--- src/rtl/cg_pkg.sv ---
// Shared definitions for the clock-gating controller: per-channel FSM
// state encodings and parameter defaults.
`default_nettype none

package cg_pkg;

  typedef enum logic [1:0] {
    CG_OFF   = 2'd0,
    CG_WAKE  = 2'd1,
    CG_ON    = 2'd2,
    CG_DRAIN = 2'd3
  } cg_state_e;

  localparam int CG_NUM_CH_DEF   = 3;
  localparam int CG_IDLE_W_DEF   = 8;
  localparam int CG_WAKE_CYC_DEF = 2;
  localparam int CG_WAKE_W       = 4;

endpackage

`default_nettype wire

--- src/rtl/cg_cell.sv ---
// Glitch-free clock gate: enable latch transparent while clk is low,
// ANDed with clk so the enable can only change while the output is low.
`default_nettype none

module cg_cell (
  input  logic clk,
  input  logic en,
  input  logic test_en,
  output logic gclk
);

  logic en_lat;

  always_latch begin
    if (!clk) en_lat <= en | test_en;
  end

  assign gclk = clk & en_lat;

endmodule

`default_nettype wire

--- src/rtl/clk_gate_ctrl.sv ---
// Multi-channel clock-gating controller: per-channel OFF/WAKE/ON/DRAIN FSM
// with wake delay, idle auto-gating and a glitch-free gate cell per channel.
`default_nettype none

module clk_gate_ctrl
  import cg_pkg::*;
#(
  parameter int NUM_CH   = CG_NUM_CH_DEF,
  parameter int IDLE_W   = CG_IDLE_W_DEF,
  parameter int WAKE_CYC = CG_WAKE_CYC_DEF
) (
  input  logic              clk,
  input  logic              rst,
  input  logic              global_en,
  input  logic              test_en,
  input  logic [IDLE_W-1:0] idle_limit,
  input  logic [NUM_CH-1:0] ch_req,
  input  logic [NUM_CH-1:0] ch_busy,
  output logic [NUM_CH-1:0] ch_clk,
  output logic [NUM_CH-1:0] ch_ready,
  output logic [NUM_CH-1:0] ch_on
);

  // Counter is loaded with WAKE_CYC-1 so that WAKE lasts exactly WAKE_CYC cycles.
  localparam logic [CG_WAKE_W-1:0] WAKE_LOAD = CG_WAKE_W'(WAKE_CYC - 1);

  generate
    for (genvar i = 0; i < NUM_CH; i++) begin : g_ch
      cg_state_e            state_q, state_d;
      logic [CG_WAKE_W-1:0] wake_q, wake_d;
      logic [IDLE_W-1:0]    idle_q, idle_d;
      logic                 en_q, ready_q;
      logic                 run_req;
      logic                 idle_cyc;

      assign run_req  = ch_req[i] & global_en;
      assign idle_cyc = ~ch_req[i] & ~ch_busy[i];

      always_comb begin
        state_d = state_q;
        wake_d  = '0;
        idle_d  = '0;
        case (state_q)
          CG_OFF: begin
            if (run_req) begin
              state_d = CG_WAKE;
              wake_d  = WAKE_LOAD;
            end
          end
          CG_WAKE: begin
            if (!global_en) begin
              state_d = CG_OFF;
            end else if (wake_q == '0) begin
              state_d = CG_ON;
            end else begin
              wake_d = wake_q - 1'b1;
            end
          end
          CG_ON: begin
            if (!global_en || ((idle_limit != '0) && (idle_q == idle_limit))) begin
              state_d = CG_DRAIN;
            end else if (idle_cyc) begin
              idle_d = (idle_q == '1) ? idle_q : idle_q + 1'b1;
            end
          end
          CG_DRAIN: begin
            state_d = run_req ? CG_ON : CG_OFF;
          end
          default: begin
            state_d = CG_OFF;
          end
        endcase
      end

      always_ff @(posedge clk) begin
        if (rst) begin
          state_q <= CG_OFF;
          wake_q  <= '0;
          idle_q  <= '0;
          en_q    <= 1'b0;
          ready_q <= 1'b0;
        end else begin
          state_q <= state_d;
          wake_q  <= wake_d;
          idle_q  <= idle_d;
          en_q    <= (state_d != CG_OFF);
          ready_q <= (state_d == CG_ON);
        end
      end

      assign ch_on[i]    = en_q;
      assign ch_ready[i] = ready_q;

      cg_cell u_cell (
        .clk     (clk),
        .en      (en_q),
        .test_en (test_en),
        .gclk    (ch_clk[i])
      );
    end
  endgenerate

endmodule

`default_nettype wire

--- config.mk ---
export PLATFORM = sky130hd
export DESIGN_NAME = clk_gate_ctrl
export DESIGN_NICKNAME = d
export VERILOG_FILES = /design/src/rtl/cg_pkg.sv /design/src/rtl/cg_cell.sv /design/src/rtl/clk_gate_ctrl.sv
export SDC_FILE = /design/constraint.sdc
export NUM_CORES = 1
export LEC_CHECK = 0
export CAP_MARGIN = 20
export CORE_MARGIN = 1
export CORE_UTILIZATION = 50
export DETAILED_ROUTE_END_ITERATION = 8
export DONT_BUFFER_PORTS = 1
export GPL_TIMING_DRIVEN = 0
export PLACE_DENSITY = 0.75
export SLEW_MARGIN = 20
export SYNTH_ARGS = -nofsm -noshare
export SYNTH_HDL_FRONTEND = slang
export SYNTH_SLANG_ARGS = --single-unit
--- constraint.sdc ---
create_clock -name clk -period 2.2 [get_ports clk]
set_clock_uncertainty 0.15 [all_clocks]
set_input_delay 0 -clock clk [delete_from_list [all_inputs] [get_ports clk]]
set_output_delay 0 -clock clk [all_outputs]
set_load 0.05 [all_outputs]
; ---- After elaboration in Yosys (flattened, before gate mapping)
; Cells that the tools add are included.
[totals]
out_inout_bits = 9
input_bits = 18
mem_bits_rw = 0
reg_bits = 48
memories = 0
wordCells = 119
latchBits = 3
romBits = 0
[classes]
n_div = 0
bitwise_logic = 24
n_addsub = 6
n_reduce_logical = 20
shift = 0
n_lt_le_gt_ge = 0
n_mux = 33
n_eq_ne = 18
n_mul = 0
[op_table]
columns = cell, n
row1 = two-way mux 2 bit, 15
row2 = adder 8 x 1 -> 8 bit (second input constant), 3
row3 = == test 8 bit, 3
row4 = == test 8 bit (second input constant), 3
row5 = two-way mux 4 bit, 6
row6 = one-hot mux 2 bit (4 select lines), 3
row7 = one-hot mux 4 bit (2 select lines), 3
row8 = == test 2 bit (second input constant), 9
row9 = logical NOT 4 bit, 3
row10 = inverter 1 bit, 12
row11 = OR reduction 4 bit, 3
row12 = subtractor 4 x 1 -> 4 bit (second input constant), 3
row13 = bitwise AND 1 bit, 9
row14 = nonzero test 8 bit, 1
row15 = == test 2 x 1 -> 1 bit (second input constant), 3
row16 = logical NOT 2 bit, 3
row17 = two-way mux 1 bit, 6
row18 = nonzero test 2 bit, 3
row19 = logical AND 1 bit, 3
row20 = logical OR 1 bit, 3
row21 = bitwise OR 1 bit, 3
row22 = logical NOT 1 bit, 1

; ---- Depth between registers and ports, before layout
; Gate-level depths: netlist (run 1).
[logic_depth]
depth_word = 6
depth_mapped = 6
mapped_depth_nobuf = 6

; ---- Cells and area by module
; A second synthesis (run 1) with hierarchy kept.
[hier_totals]
hier_cells = 313
hier_area_um2 = 2693.8
[modules_own_cells]
columns = module, seq_area_each_um2, cells_each, instances, area_per_inst_um2
row1 = clk_gate_ctrl, 960.9, 304, 1, 2611.3
row2 = cg_cell, 0.0, 3, 3, 27.5

==> out/qor.yml, run 1 <==
dieArea_mm2: 0.00575
overflow: 0
slowest_delay_ps: 400
finalWeightedCongestion: 0.802
via_per_inst: 5.38
die_h_um: 75.8
synthToLayoutAreaGrowth_pct: 16.5
vias: 2249
layout-drive-gt1-share_pct: 14.7
grt_max_degree: 15
final_common_cell: "dfxtp_1"
insertion_delay_ps: 410
synthAdderAreaFrac_pct: 4.13
finalWorstSetupSlack_ps: -150
routed_wl_um: 5500
finalSetupViolCount: 6
synth_cell_type_count: 40
synth_top_family_by_area: "simple AND/OR/NAND/NOR gates"
startpoint: "g_ch[0].u_cell.en_lat"
fillers: 432
place_hpwl_um: 3760
tritoncts: "yes"
max_slew_margin_pct: 57.6
netlist_instances: 316
rows: 26
core_area_mm2: 0.00517
place_ws_ps: 287
hp-class: "primary input to register"
multiInputGateArea_mm2: 0.00158
place_inst: 386
critPathTopFamily: "latches"
io_buffers: 0
maxCapViolations: 0
seq_area_mm2: 0.00101
status: "finished, violations left"
yosysWarnings: 0
path_clk_slew_ps: 90
syn_area_mm2: 0.00272
regToRegStartpoint: "g_ch[1].wake_q[0]"
grt_pass1_vias: 2223
initial_core_util_pct: 52.7
cp_cell_sequence: "and2_4 -> buf_8"
path_buf_inv: 1
final_cell_count_no_fill: 418
arrival_ps: 2200
worst-path-max-fanout: 1
failed_checks: "setup timing"
final_util_pct: 61.4
fin_tns_setup_ps: -428
final_cell_mix: "dfxtp_1, nor2_1, nand2_1, xor2_1, dlygate4sd3_1"
start_kind: "latch"
worstSetupEndpointType: "output pin"
antennaDiodeCount: 0
min_from: "ch_req[1]"
syn-num-nets: 343
layout.nets: 373
grtUsageTotal_pct: 22.2
grt_pass1_wl_um: 9400
powerDensity_mw_per_mm2: 687
ir_drop_mv: 0.477
grt_antenna_before_repair: 0
drtIter0Drc: 88
grt_setup_unrepaired: "true"
critPathSlowestCell: "dlxtn_2"
ys_seq_elements: 51
critical_path_class: "latch to output pin"
synthSimpleGateAreaFrac_pct: 28.1
finalMaxSlewViolations: 0
post-cts-setup-buffers: 0
avgSynthCellArea_um2: 8.62
synth.mux.area_fraction_pct: 2.57
yosys.area_share.xor_xnor_pct: 10.9
drt.antenna.violating_nets: 0
tightest_slew_ps: 633
ios: 27
hold_viol: 0
drc: 0
wl_per_cell_um: 13.1
synth_compound_area_share_pct: 12.1
leakage_nw: 1.14
critPathRequiredTime_ps: 2050
first_pass_iters: 4
fp.dieW_um: 75.8
[stage by stage]
stage               instance area, µm²  power [W]  hold WS [ps]
floorplan                         2720    0.00130          25.5
global placement                  2810    0.00132          45.3
detailed placement                2810    0.00132          49.8
CTS                               3160    0.00216          4.43
global route                      3170    0.00229          36.1
finish                            3170    0.00218          22.2
[report_power, final]
part / switching (W) / total, W / internal [W]
Clock: 0.000518 / 0.00104 / 0.000525
Sequential: 0.0000160 / 0.000944 / 0.000928
Combinational: 0.000103 / 0.000194 / 0.0000910
[state kept, by name (all words and copies together) (netlist names)]
register            flops
g_ch.wake_q            12
g_ch.u_cell.en_lat      3
g_ch.state_q            6
g_ch.ready_q            3
g_ch.en_q               3
g_ch.idle_q            24
[cell usage after synthesis]
cell type	n	area [µm²]
dfxtp_1	48	961
nor4b_1	1	8.76
nand3b_1	1	7.51
nor2_1	43	161
and3_1	4	25.0
xor2_1	19	166
a31o_2	2	17.5
o31ai_2	1	12.5
nand2_1	19	71.3
nand3_1	11	55.1
or3_1	2	12.5
or3b_2	1	8.76
and2_1	4	25.0
xnor2_1	15	131
a211oi_1	2	15.0
ha_1	9	113
nor3_1	17	85.1
a31oi_1	8	50.1
o21a_1	2	15.0
nor3b_1	1	7.51
nand2b_4	1	13.8
nor3_2	6	60.1
nand2b_1	7	43.8
nor4_1	7	43.8
o21ba_2	1	10.0
dlxtn_1	3	45.0
a21bo_2	2	20.0
inv_1	7	26.3
a211oi_2	4	50.1
or2_2	3	18.8
buf_6	2	22.5
mux2i_1	7	70.1
a31o_4	2	35.0
clkbuf_1	7	26.3
nand4_1	9	56.3
o21ai_0	7	35.0
a21oi_1	14	70.1
buf_4	9	67.6
or4_4	2	22.5
nor2b_1	6	37.5
[cell type report]
| class | count | share of cell area, % |
|---|---|---|
| buffer | 18 | 4.38 |
| clock buffer | 12 | 4.26 |
| clock inverter | 1 | 0.158 |
| inverter | 7 | 0.828 |
| multi-input combinational | 240 | 49.9 |
| sequential | 51 | 31.8 |
| tap | 70 | 2.76 |
| timing repair buffer | 19 | 5.99 |
[metal layers]
metal  wire length (µm)  global-route usage [%]  part of all wire [%]  vias up
met2               2520                    34.7                    46       57
met5                  0                       0                     0        -
met4                159                    15.4                   2.9        0
met1               2500                    25.5                    45     1020
met3                322                    7.54                   5.9       20
li1                   -                       -                     -     1152
[cell families (layout without fill, tap and decap cells)]
| group | count (synthesis) | in the layout |
|---|---|---|
| simple gates | 145 | 145 |
| buf+inv | 25 | 57 |
| xor+xnor | 34 | 34 |
| latches | 3 | 3 |
| compound gates | 45 | 45 |
| flops | 48 | 48 |
| fa+ha+maj | 9 | 9 |
| mux | 7 | 7 |
[worst register-to-register path, delay by kind of cell (launching register included)]
family | cells | cell delay (ps)
adders and majority gates | 1 | 170
AOI/OAI and AO/OA | 1 | 70
DFF | 1 | 320
buffers and inverters | 2 | 650
and+or+nand+nor | 2 | 580
[path summary, 6_finish.rpt]
path | to | slack (ps) | cells after the start
worst min register to register | g_ch[2].wake_q[2] | 390 | 2
worst min-delay path | g_ch[1].state_q[0] | 20 | 4
worst max register to register | g_ch[1].wake_q[0] | 160 | 6
worst max-delay path | ch_clk[0] | -150 | 2
[repair_timing]
item | in CTS | in global routing
pin swaps | 2 | 1
resized for setup | 5 | 6
endpoints found under the hold margin | 51 | 0
gates cloned | 0 | 0
hold buffers | 19 | 0
endpoints found under the setup margin | 6 | 6
Note: power is estimated with default switching activity, not from simulation.
==> inputs of run 2 (changes only) <==
--- a/config.mk
+++ b/config.mk
@@ -5,13 +5,13 @@
 export SDC_FILE = /design/constraint.sdc
 export NUM_CORES = 1
 export LEC_CHECK = 0
+export BUFFER_PORTS_ARGS = -buffer_cell sky130_fd_sc_hd__buf_2
 export CAP_MARGIN = 20
 export CORE_MARGIN = 1
 export CORE_UTILIZATION = 50
 export DETAILED_ROUTE_END_ITERATION = 8
-export DONT_BUFFER_PORTS = 1
 export GPL_TIMING_DRIVEN = 0
-export PLACE_DENSITY = 0.75
+export PLACE_DENSITY = 0.79
 export SLEW_MARGIN = 20
 export SYNTH_ARGS = -nofsm -noshare
 export SYNTH_HDL_FRONTEND = slang
==> run 2 against run 1 <==
Against the previous run:
- the flow still finishes with violations (setup timing)
- via count rose by 3.7%
- power is 1.4% higher
- core utilization up 0.92 points
- sequential power is essentially flat
- die area stayed put
- first-iteration DRC count grew 36%
- sequential share of layout area shrank 0.47 points
- non-clock buffer count grew 12
- highest routed layer unchanged
==> out/qor.yml, run 2 (synthesis gave the netlist of run 1 again) <==
core_area_mm2: 0.00517
largest_reg_flops: 24
io_buffers: 25
grt_pass1_wl_um: 9430
layout.nets: 388
final_cell_mix: "dfxtp_1, nor2_1, buf_2"
critical_path_class: "latch to output pin"
die_h_um: 75.8
grt_pass1_vias: 2229
drt.antenna.violating_nets: 0
failed_checks: "setup timing"
powerDensity_mw_per_mm2: 686
final_cell_count_no_fill: 433
drc: 0
reg_top3: "g_ch.idle_q: 24 flops, g_ch.wake_q: 12 flops, g_ch.state_q: 6 flops"
insertion_delay_ps: 410
fp.dieW_um: 75.8
leakage_nw: 1.21
maxCapViolations: 0
fillers: 452
start_kind: "latch"
tritoncts: "yes"
ir_drop_mv: 0.581
via_per_inst: 5.39
critPathSlowestCell: "dlxtn_2"
cp_cell_sequence: "and2_4 -> buf_8"
ios: 27
finalMaxSlewViolations: 0
post-cts-setup-buffers: 0
overflow: 0
hp-class: "primary input to register"
largest_register: "g_ch.idle_q"
path_clk_slew_ps: 90
finalWeightedCongestion: 0.803
grt_antenna_before_repair: 0
fin_total_pwr_w: 0.00221
tightest_slew_ps: 675
grt_max_degree: 17
drtIter0Drc: 120
routed_wl_um: 5710
post_dp_cell_area_mm2: 0.00294
initial_core_util_pct: 52.7
fin_area_mm2: 0.00322
finalWorstSetupSlack_ps: -153
status: "finished, violations left"
multiInputGateArea_mm2: 0.00158
place_hpwl_um: 3970
synthToLayoutAreaGrowth_pct: 18.3
slowest_delay_ps: 410
wl_per_cell_um: 13.2
arrival_ps: 2200
max_slew_margin_pct: 54.8
path_buf_inv: 1
worstSetupEndpointType: "output pin"
vias: 2332
place_inst: 411
first_pass_iters: 4
grt_setup_unrepaired: "true"
seq_area_mm2: 0.00101
critPathRequiredTime_ps: 2050
layout-drive-gt1-share_pct: 20.4
finalSetupViolCount: 6
rows: 26
final_common_cell: "dfxtp_1"
place_ws_ps: 138
dieArea_mm2: 0.00575
worst-path-max-fanout: 1
antennaDiodeCount: 0
hold_viol: 0
grtUsageTotal_pct: 22.4
critPathTopFamily: "latches"
==> run 2: changes by cell type in the layout (fill, tap and decap cells not counted), sizes merged <==
cell / delta
clkinv: +1
dlygate4sd3: -7
buf: +22
clkbuf: -2
clkinvlp: +1
==> run 2: layout make-up <==
cell class | instances | share of cell area, %
buffer | 15 | 2.91
clock buffer | 13 | 5.36
clock inverter | 3 | 0.621
inverter | 7 | 0.816
multi-input combinational | 240 | 49.1
sequential | 51 | 31.3
tap | 70 | 2.72
timing repair buffer | 34 | 7.15
==> run 2: path summary, 6_finish.rpt <==
check	from	to	slack, ps	cells past startpoint
worst max-delay path	g_ch[0].u_cell.en_lat	ch_clk[0]	-150	2
worst min-delay path	idle_limit[3]	g_ch[2].state_q[0]	6	5
worst max register to register	g_ch[0].idle_q[2]	g_ch[0].ready_q	230	5
worst min register to register	g_ch[1].wake_q[3]	g_ch[1].wake_q[3]	400	2
==> run 2: power breakdown <==
part	total [W]	switching (W)	internal, W
Clock	0.00106	0.000538	0.000524
Sequential	0.000944	0.0000161	0.000928
Combinational	0.000205	0.000109	0.0000962
==> run 2: per-layer routing <==
layer  vias to the layer above  wire [µm]  track usage [%]
li1                       1183          -                -
met1                      1092       2670             25.3
met2                        46       2740             36.8
met3                        11        188             6.35
met4                         0        118             14.8
met5                         -          0                0
==> run 2: per-stage QoR <==
step                util [%]  hold WS [ps]  setup TNS, ps
CTS                     62.2        0.0217           -465
finish                  62.3          5.83           -457
floorplan                  -          25.5              0
global placement        56.8          72.5              0
detailed placement      56.8          75.2              0
global route            62.3          45.6           -569
==> run 2: tightest hold or removal path: stages <==
cell,delay [ps]
buf_2,140
xor2_1,130
nor4_1,80
nand4_1,100
a21oi_1,70
==> run 2: repair_timing <==
action / CTS / global route
pin swaps: 2 / 0
hold endpoints to repair: 49 / 0
setup endpoints to repair: 6 / 6
gates resized for setup: 12 / 2
hold buffers: 12 / 0
cloned: 0 / 0
==> inputs of run 3 (changes only) <==
--- a/config.mk
+++ b/config.mk
@@ -9,10 +9,12 @@
 export CAP_MARGIN = 20
 export CORE_MARGIN = 1
 export CORE_UTILIZATION = 50
+export CTS_CLUSTER_SIZE = 10
 export DETAILED_ROUTE_END_ITERATION = 8
 export GPL_TIMING_DRIVEN = 0
 export PLACE_DENSITY = 0.79
 export SLEW_MARGIN = 20
 export SYNTH_ARGS = -nofsm -noshare
 export SYNTH_HDL_FRONTEND = slang
+export SYNTH_HIERARCHICAL = 1
 export SYNTH_SLANG_ARGS = --single-unit
==> run 3 against run 2 <==
Against the previous run:
- the run still ends with setup timing left
- combinational power fell by 3%
- synthesized cell count fell by 0.95%
- non-clock buffer count up 4
- global-route usage decreased by 0.099 points
- critical path type unchanged
- core utilization grew 1.4 points
- sequential power is essentially flat
- design area increased by 1.6%
==> out/qor.yml, run 3 <==
status: "finished, violations left"
failed_checks: "setup timing"
powerDensity_mw_per_mm2: 741
synth_top_family_by_area: "simple AND/OR/NAND/NOR gates"
final_cell_mix: "dfxtp_1, nor2_1, buf_2"
grt_pass1_wl_um: 9500
synth_cell_type_count: 44
fp.dieW_um: 75.4
synth-main-ff-cell: "dfxtp_1"
tritoncts: "yes"
critPathTopFamily: "latches"
regToRegStartpoint: "g_ch[1].wake_q[0]"
path_clk_slew_ps: 90
fin_tns_setup_ps: -450
ir_drop_mv: 0.460
grt_antenna_before_repair: 0
layout-drive-gt1-share_pct: 18.6
dieArea_mm2: 0.00569
fillers: 452
cp.depth: 2
final_common_cell: "dfxtp_1"
avgSynthCellArea_um2: 8.61
netlist_instances: 313
finalWeightedCongestion: 0.868
maxCapViolations: 0
largest_register: "g_ch.idle_q"
final_util_pct: 63.7
synth_top_area_share_pct: 35.7
core_area_mm2: 0.00514
yosysWarnings: 6
initial_core_util_pct: 52.4
place_ws_ps: 235
startpoint: "g_ch[0].u_cell/en_lat"
synthToLayoutAreaGrowth_pct: 21.5
antennaDiodeCount: 0
hold_ws_ps: 6.47
cp_cell_sequence: "and2_4 -> buf_8"
first_pass_iters: 4
drtIter0Drc: 162
hold_viol: 0
grt_setup_unrepaired: "true"
arrival_ps: 2210
crit_path_end: "ch_clk[0]"
io_buffers: 26
syn_area_mm2: 0.00269
synth_area_leaders: "dfxtp_1, xor2_1, nor2_1, xnor2_1, ha_1"
ios: 27
worst-path-max-fanout: 1
layout.nets: 390
reg_top3: "g_ch.idle_q: 24 flops, g_ch.wake_q: 12 flops, g_ch.state_q: 6 flops"
grt_max_degree: 16
max_slew_margin_pct: 66.5
hp-class: "primary input to register"
post-cts-setup-buffers: 0
leakage_nw: 1.29
synth_edf_count: 0
synthAdderAreaFrac_pct: 4.18
insertion_delay_ps: 400
finalMaxSlewViolations: 0
via_per_inst: 5.49
synthSimpleGateAreaFrac_pct: 28.5
drt.antenna.violating_nets: 0
overflow: 0
path_buf_inv: 1
rows: 26
syn-num-nets: 340
synth_async_sr_flop_share_pct: 0
wl_per_cell_um: 13.8
synth_commonest_cells: "dfxtp_1, nor2_1, xor2_1, nand2_1, nor3_1"
synth.most_common_cell: "dfxtp_1"
critPathSlowestCell: "dlxtn_2"
r2r_setup_slack_ps: 270
finalSetupViolCount: 6
critical_path_class: "latch to output pin"
routed_wl_um: 5980
synth_top_area_cell: "dfxtp_1"
largest_reg_flops: 24
synth_compound_area_share_pct: 11.9
rr_worst_depth: 6
synth.mux.area_fraction_pct: 2.23
place_hpwl_um: 3980
yosys.area_share.xor_xnor_pct: 11.1
slowest_delay_ps: 410
finalWorstSetupSlack_ps: -160
ys_seq_elements: 51
vias: 2389
r2r_end: "g_ch[1].wake_q[0]"
die_h_um: 75.4
worstSetupEndpointType: "output pin"
grt_pass1_vias: 2278
drc: 0
critPathRequiredTime_ps: 2050
tightest_slew_ps: 497
grtUsageTotal_pct: 22.3
start_kind: "latch"
run 3: cell type report:
| type | count | area [µm²] | share of cell area (%) |
|---|---|---|---|
| buffer | 17 | 88.8 | 2.71 |
| clock buffer | 14 | 176 | 5.39 |
| clock inverter | 2 | 60.1 | 1.83 |
| inverter | 11 | 41.3 | 1.26 |
| multi-input combinational | 234 | 1570 | 47.8 |
| sequential | 51 | 1010 | 30.8 |
| tap | 70 | 87.6 | 2.68 |
| timing repair buffer | 36 | 245 | 7.49 |
run 3: kinds of logic (layout without fill, tap and decap cells):
group           Yosys count  count (layout)
compound gates           47              47
xor+xnor                 34              34
fa+ha+maj                 9               9
buf+inv                  28              80
flops                    48              48
latches                   3               3
mux                       6               6
simple gates            138             138
run 3: per-layer routing:
metal,global-route usage (%),wire length (µm),part of all wire [%]
met1,24.8,2680,45
met2,38.9,2920,49
met3,6.75,272,4.5
met4,10.7,114,1.9
met5,0,0,0
run 3: what timing repair did:
action | CTS | global route
pin swaps | 0 | 0
endpoints found under the setup margin | 6 | 6
hold buffers | 13 | 0
endpoints found under the hold margin | 40 | 0
gates resized for setup | 12 | 2
gates cloned | 0 | 0
run 3: worst reg2reg max path, stage by stage (launching register included):
cell,delay (ps)
dfxtp_1,330
inv_1,70
ha_1,190
or3b_4,240
nand3_1,80
a211oi_1,250
dlygate4sd3_1,570
run 3: power breakdown:
part	internal [W]	total [W]	switching (W)
clock	0.000757	0.00128	0.000523
combinational	0.0000914	0.000199	0.000108
sequential	0.000928	0.000946	0.0000183
total	0.00178	0.00242	0.000649
run 3: stage by stage:
| step | cell area, µm² | power [W] | std cells |
|---|---|---|---|
| 2_1_floorplan | 2690 | 0.00124 | 313 |
| 3_3_place_gp | 2910 | 0.00132 | 409 |
| 3_5_place_dp | 2910 | 0.00132 | 409 |
| 4_1_cts | 3270 | 0.00244 | 435 |
| 5_1_grt | 3270 | 0.00252 | 435 |
| 6_report | 3270 | 0.00242 | 435 |
run 3: worst min-delay path by stage:
stage,to,from,depth (start not counted)
after floorplan,g_ch[1].wake_q[0],ch_req[1],2
after global placement,g_ch[0].u_cell/en_lat,test_en,2
after detailed placement,g_ch[0].u_cell/en_lat,test_en,2
after CTS,g_ch[2].state_q[0],idle_limit[4],5
after global routing,g_ch[2].state_q[0],idle_limit[4],5
final,g_ch[2].state_q[0],idle_limit[4],5
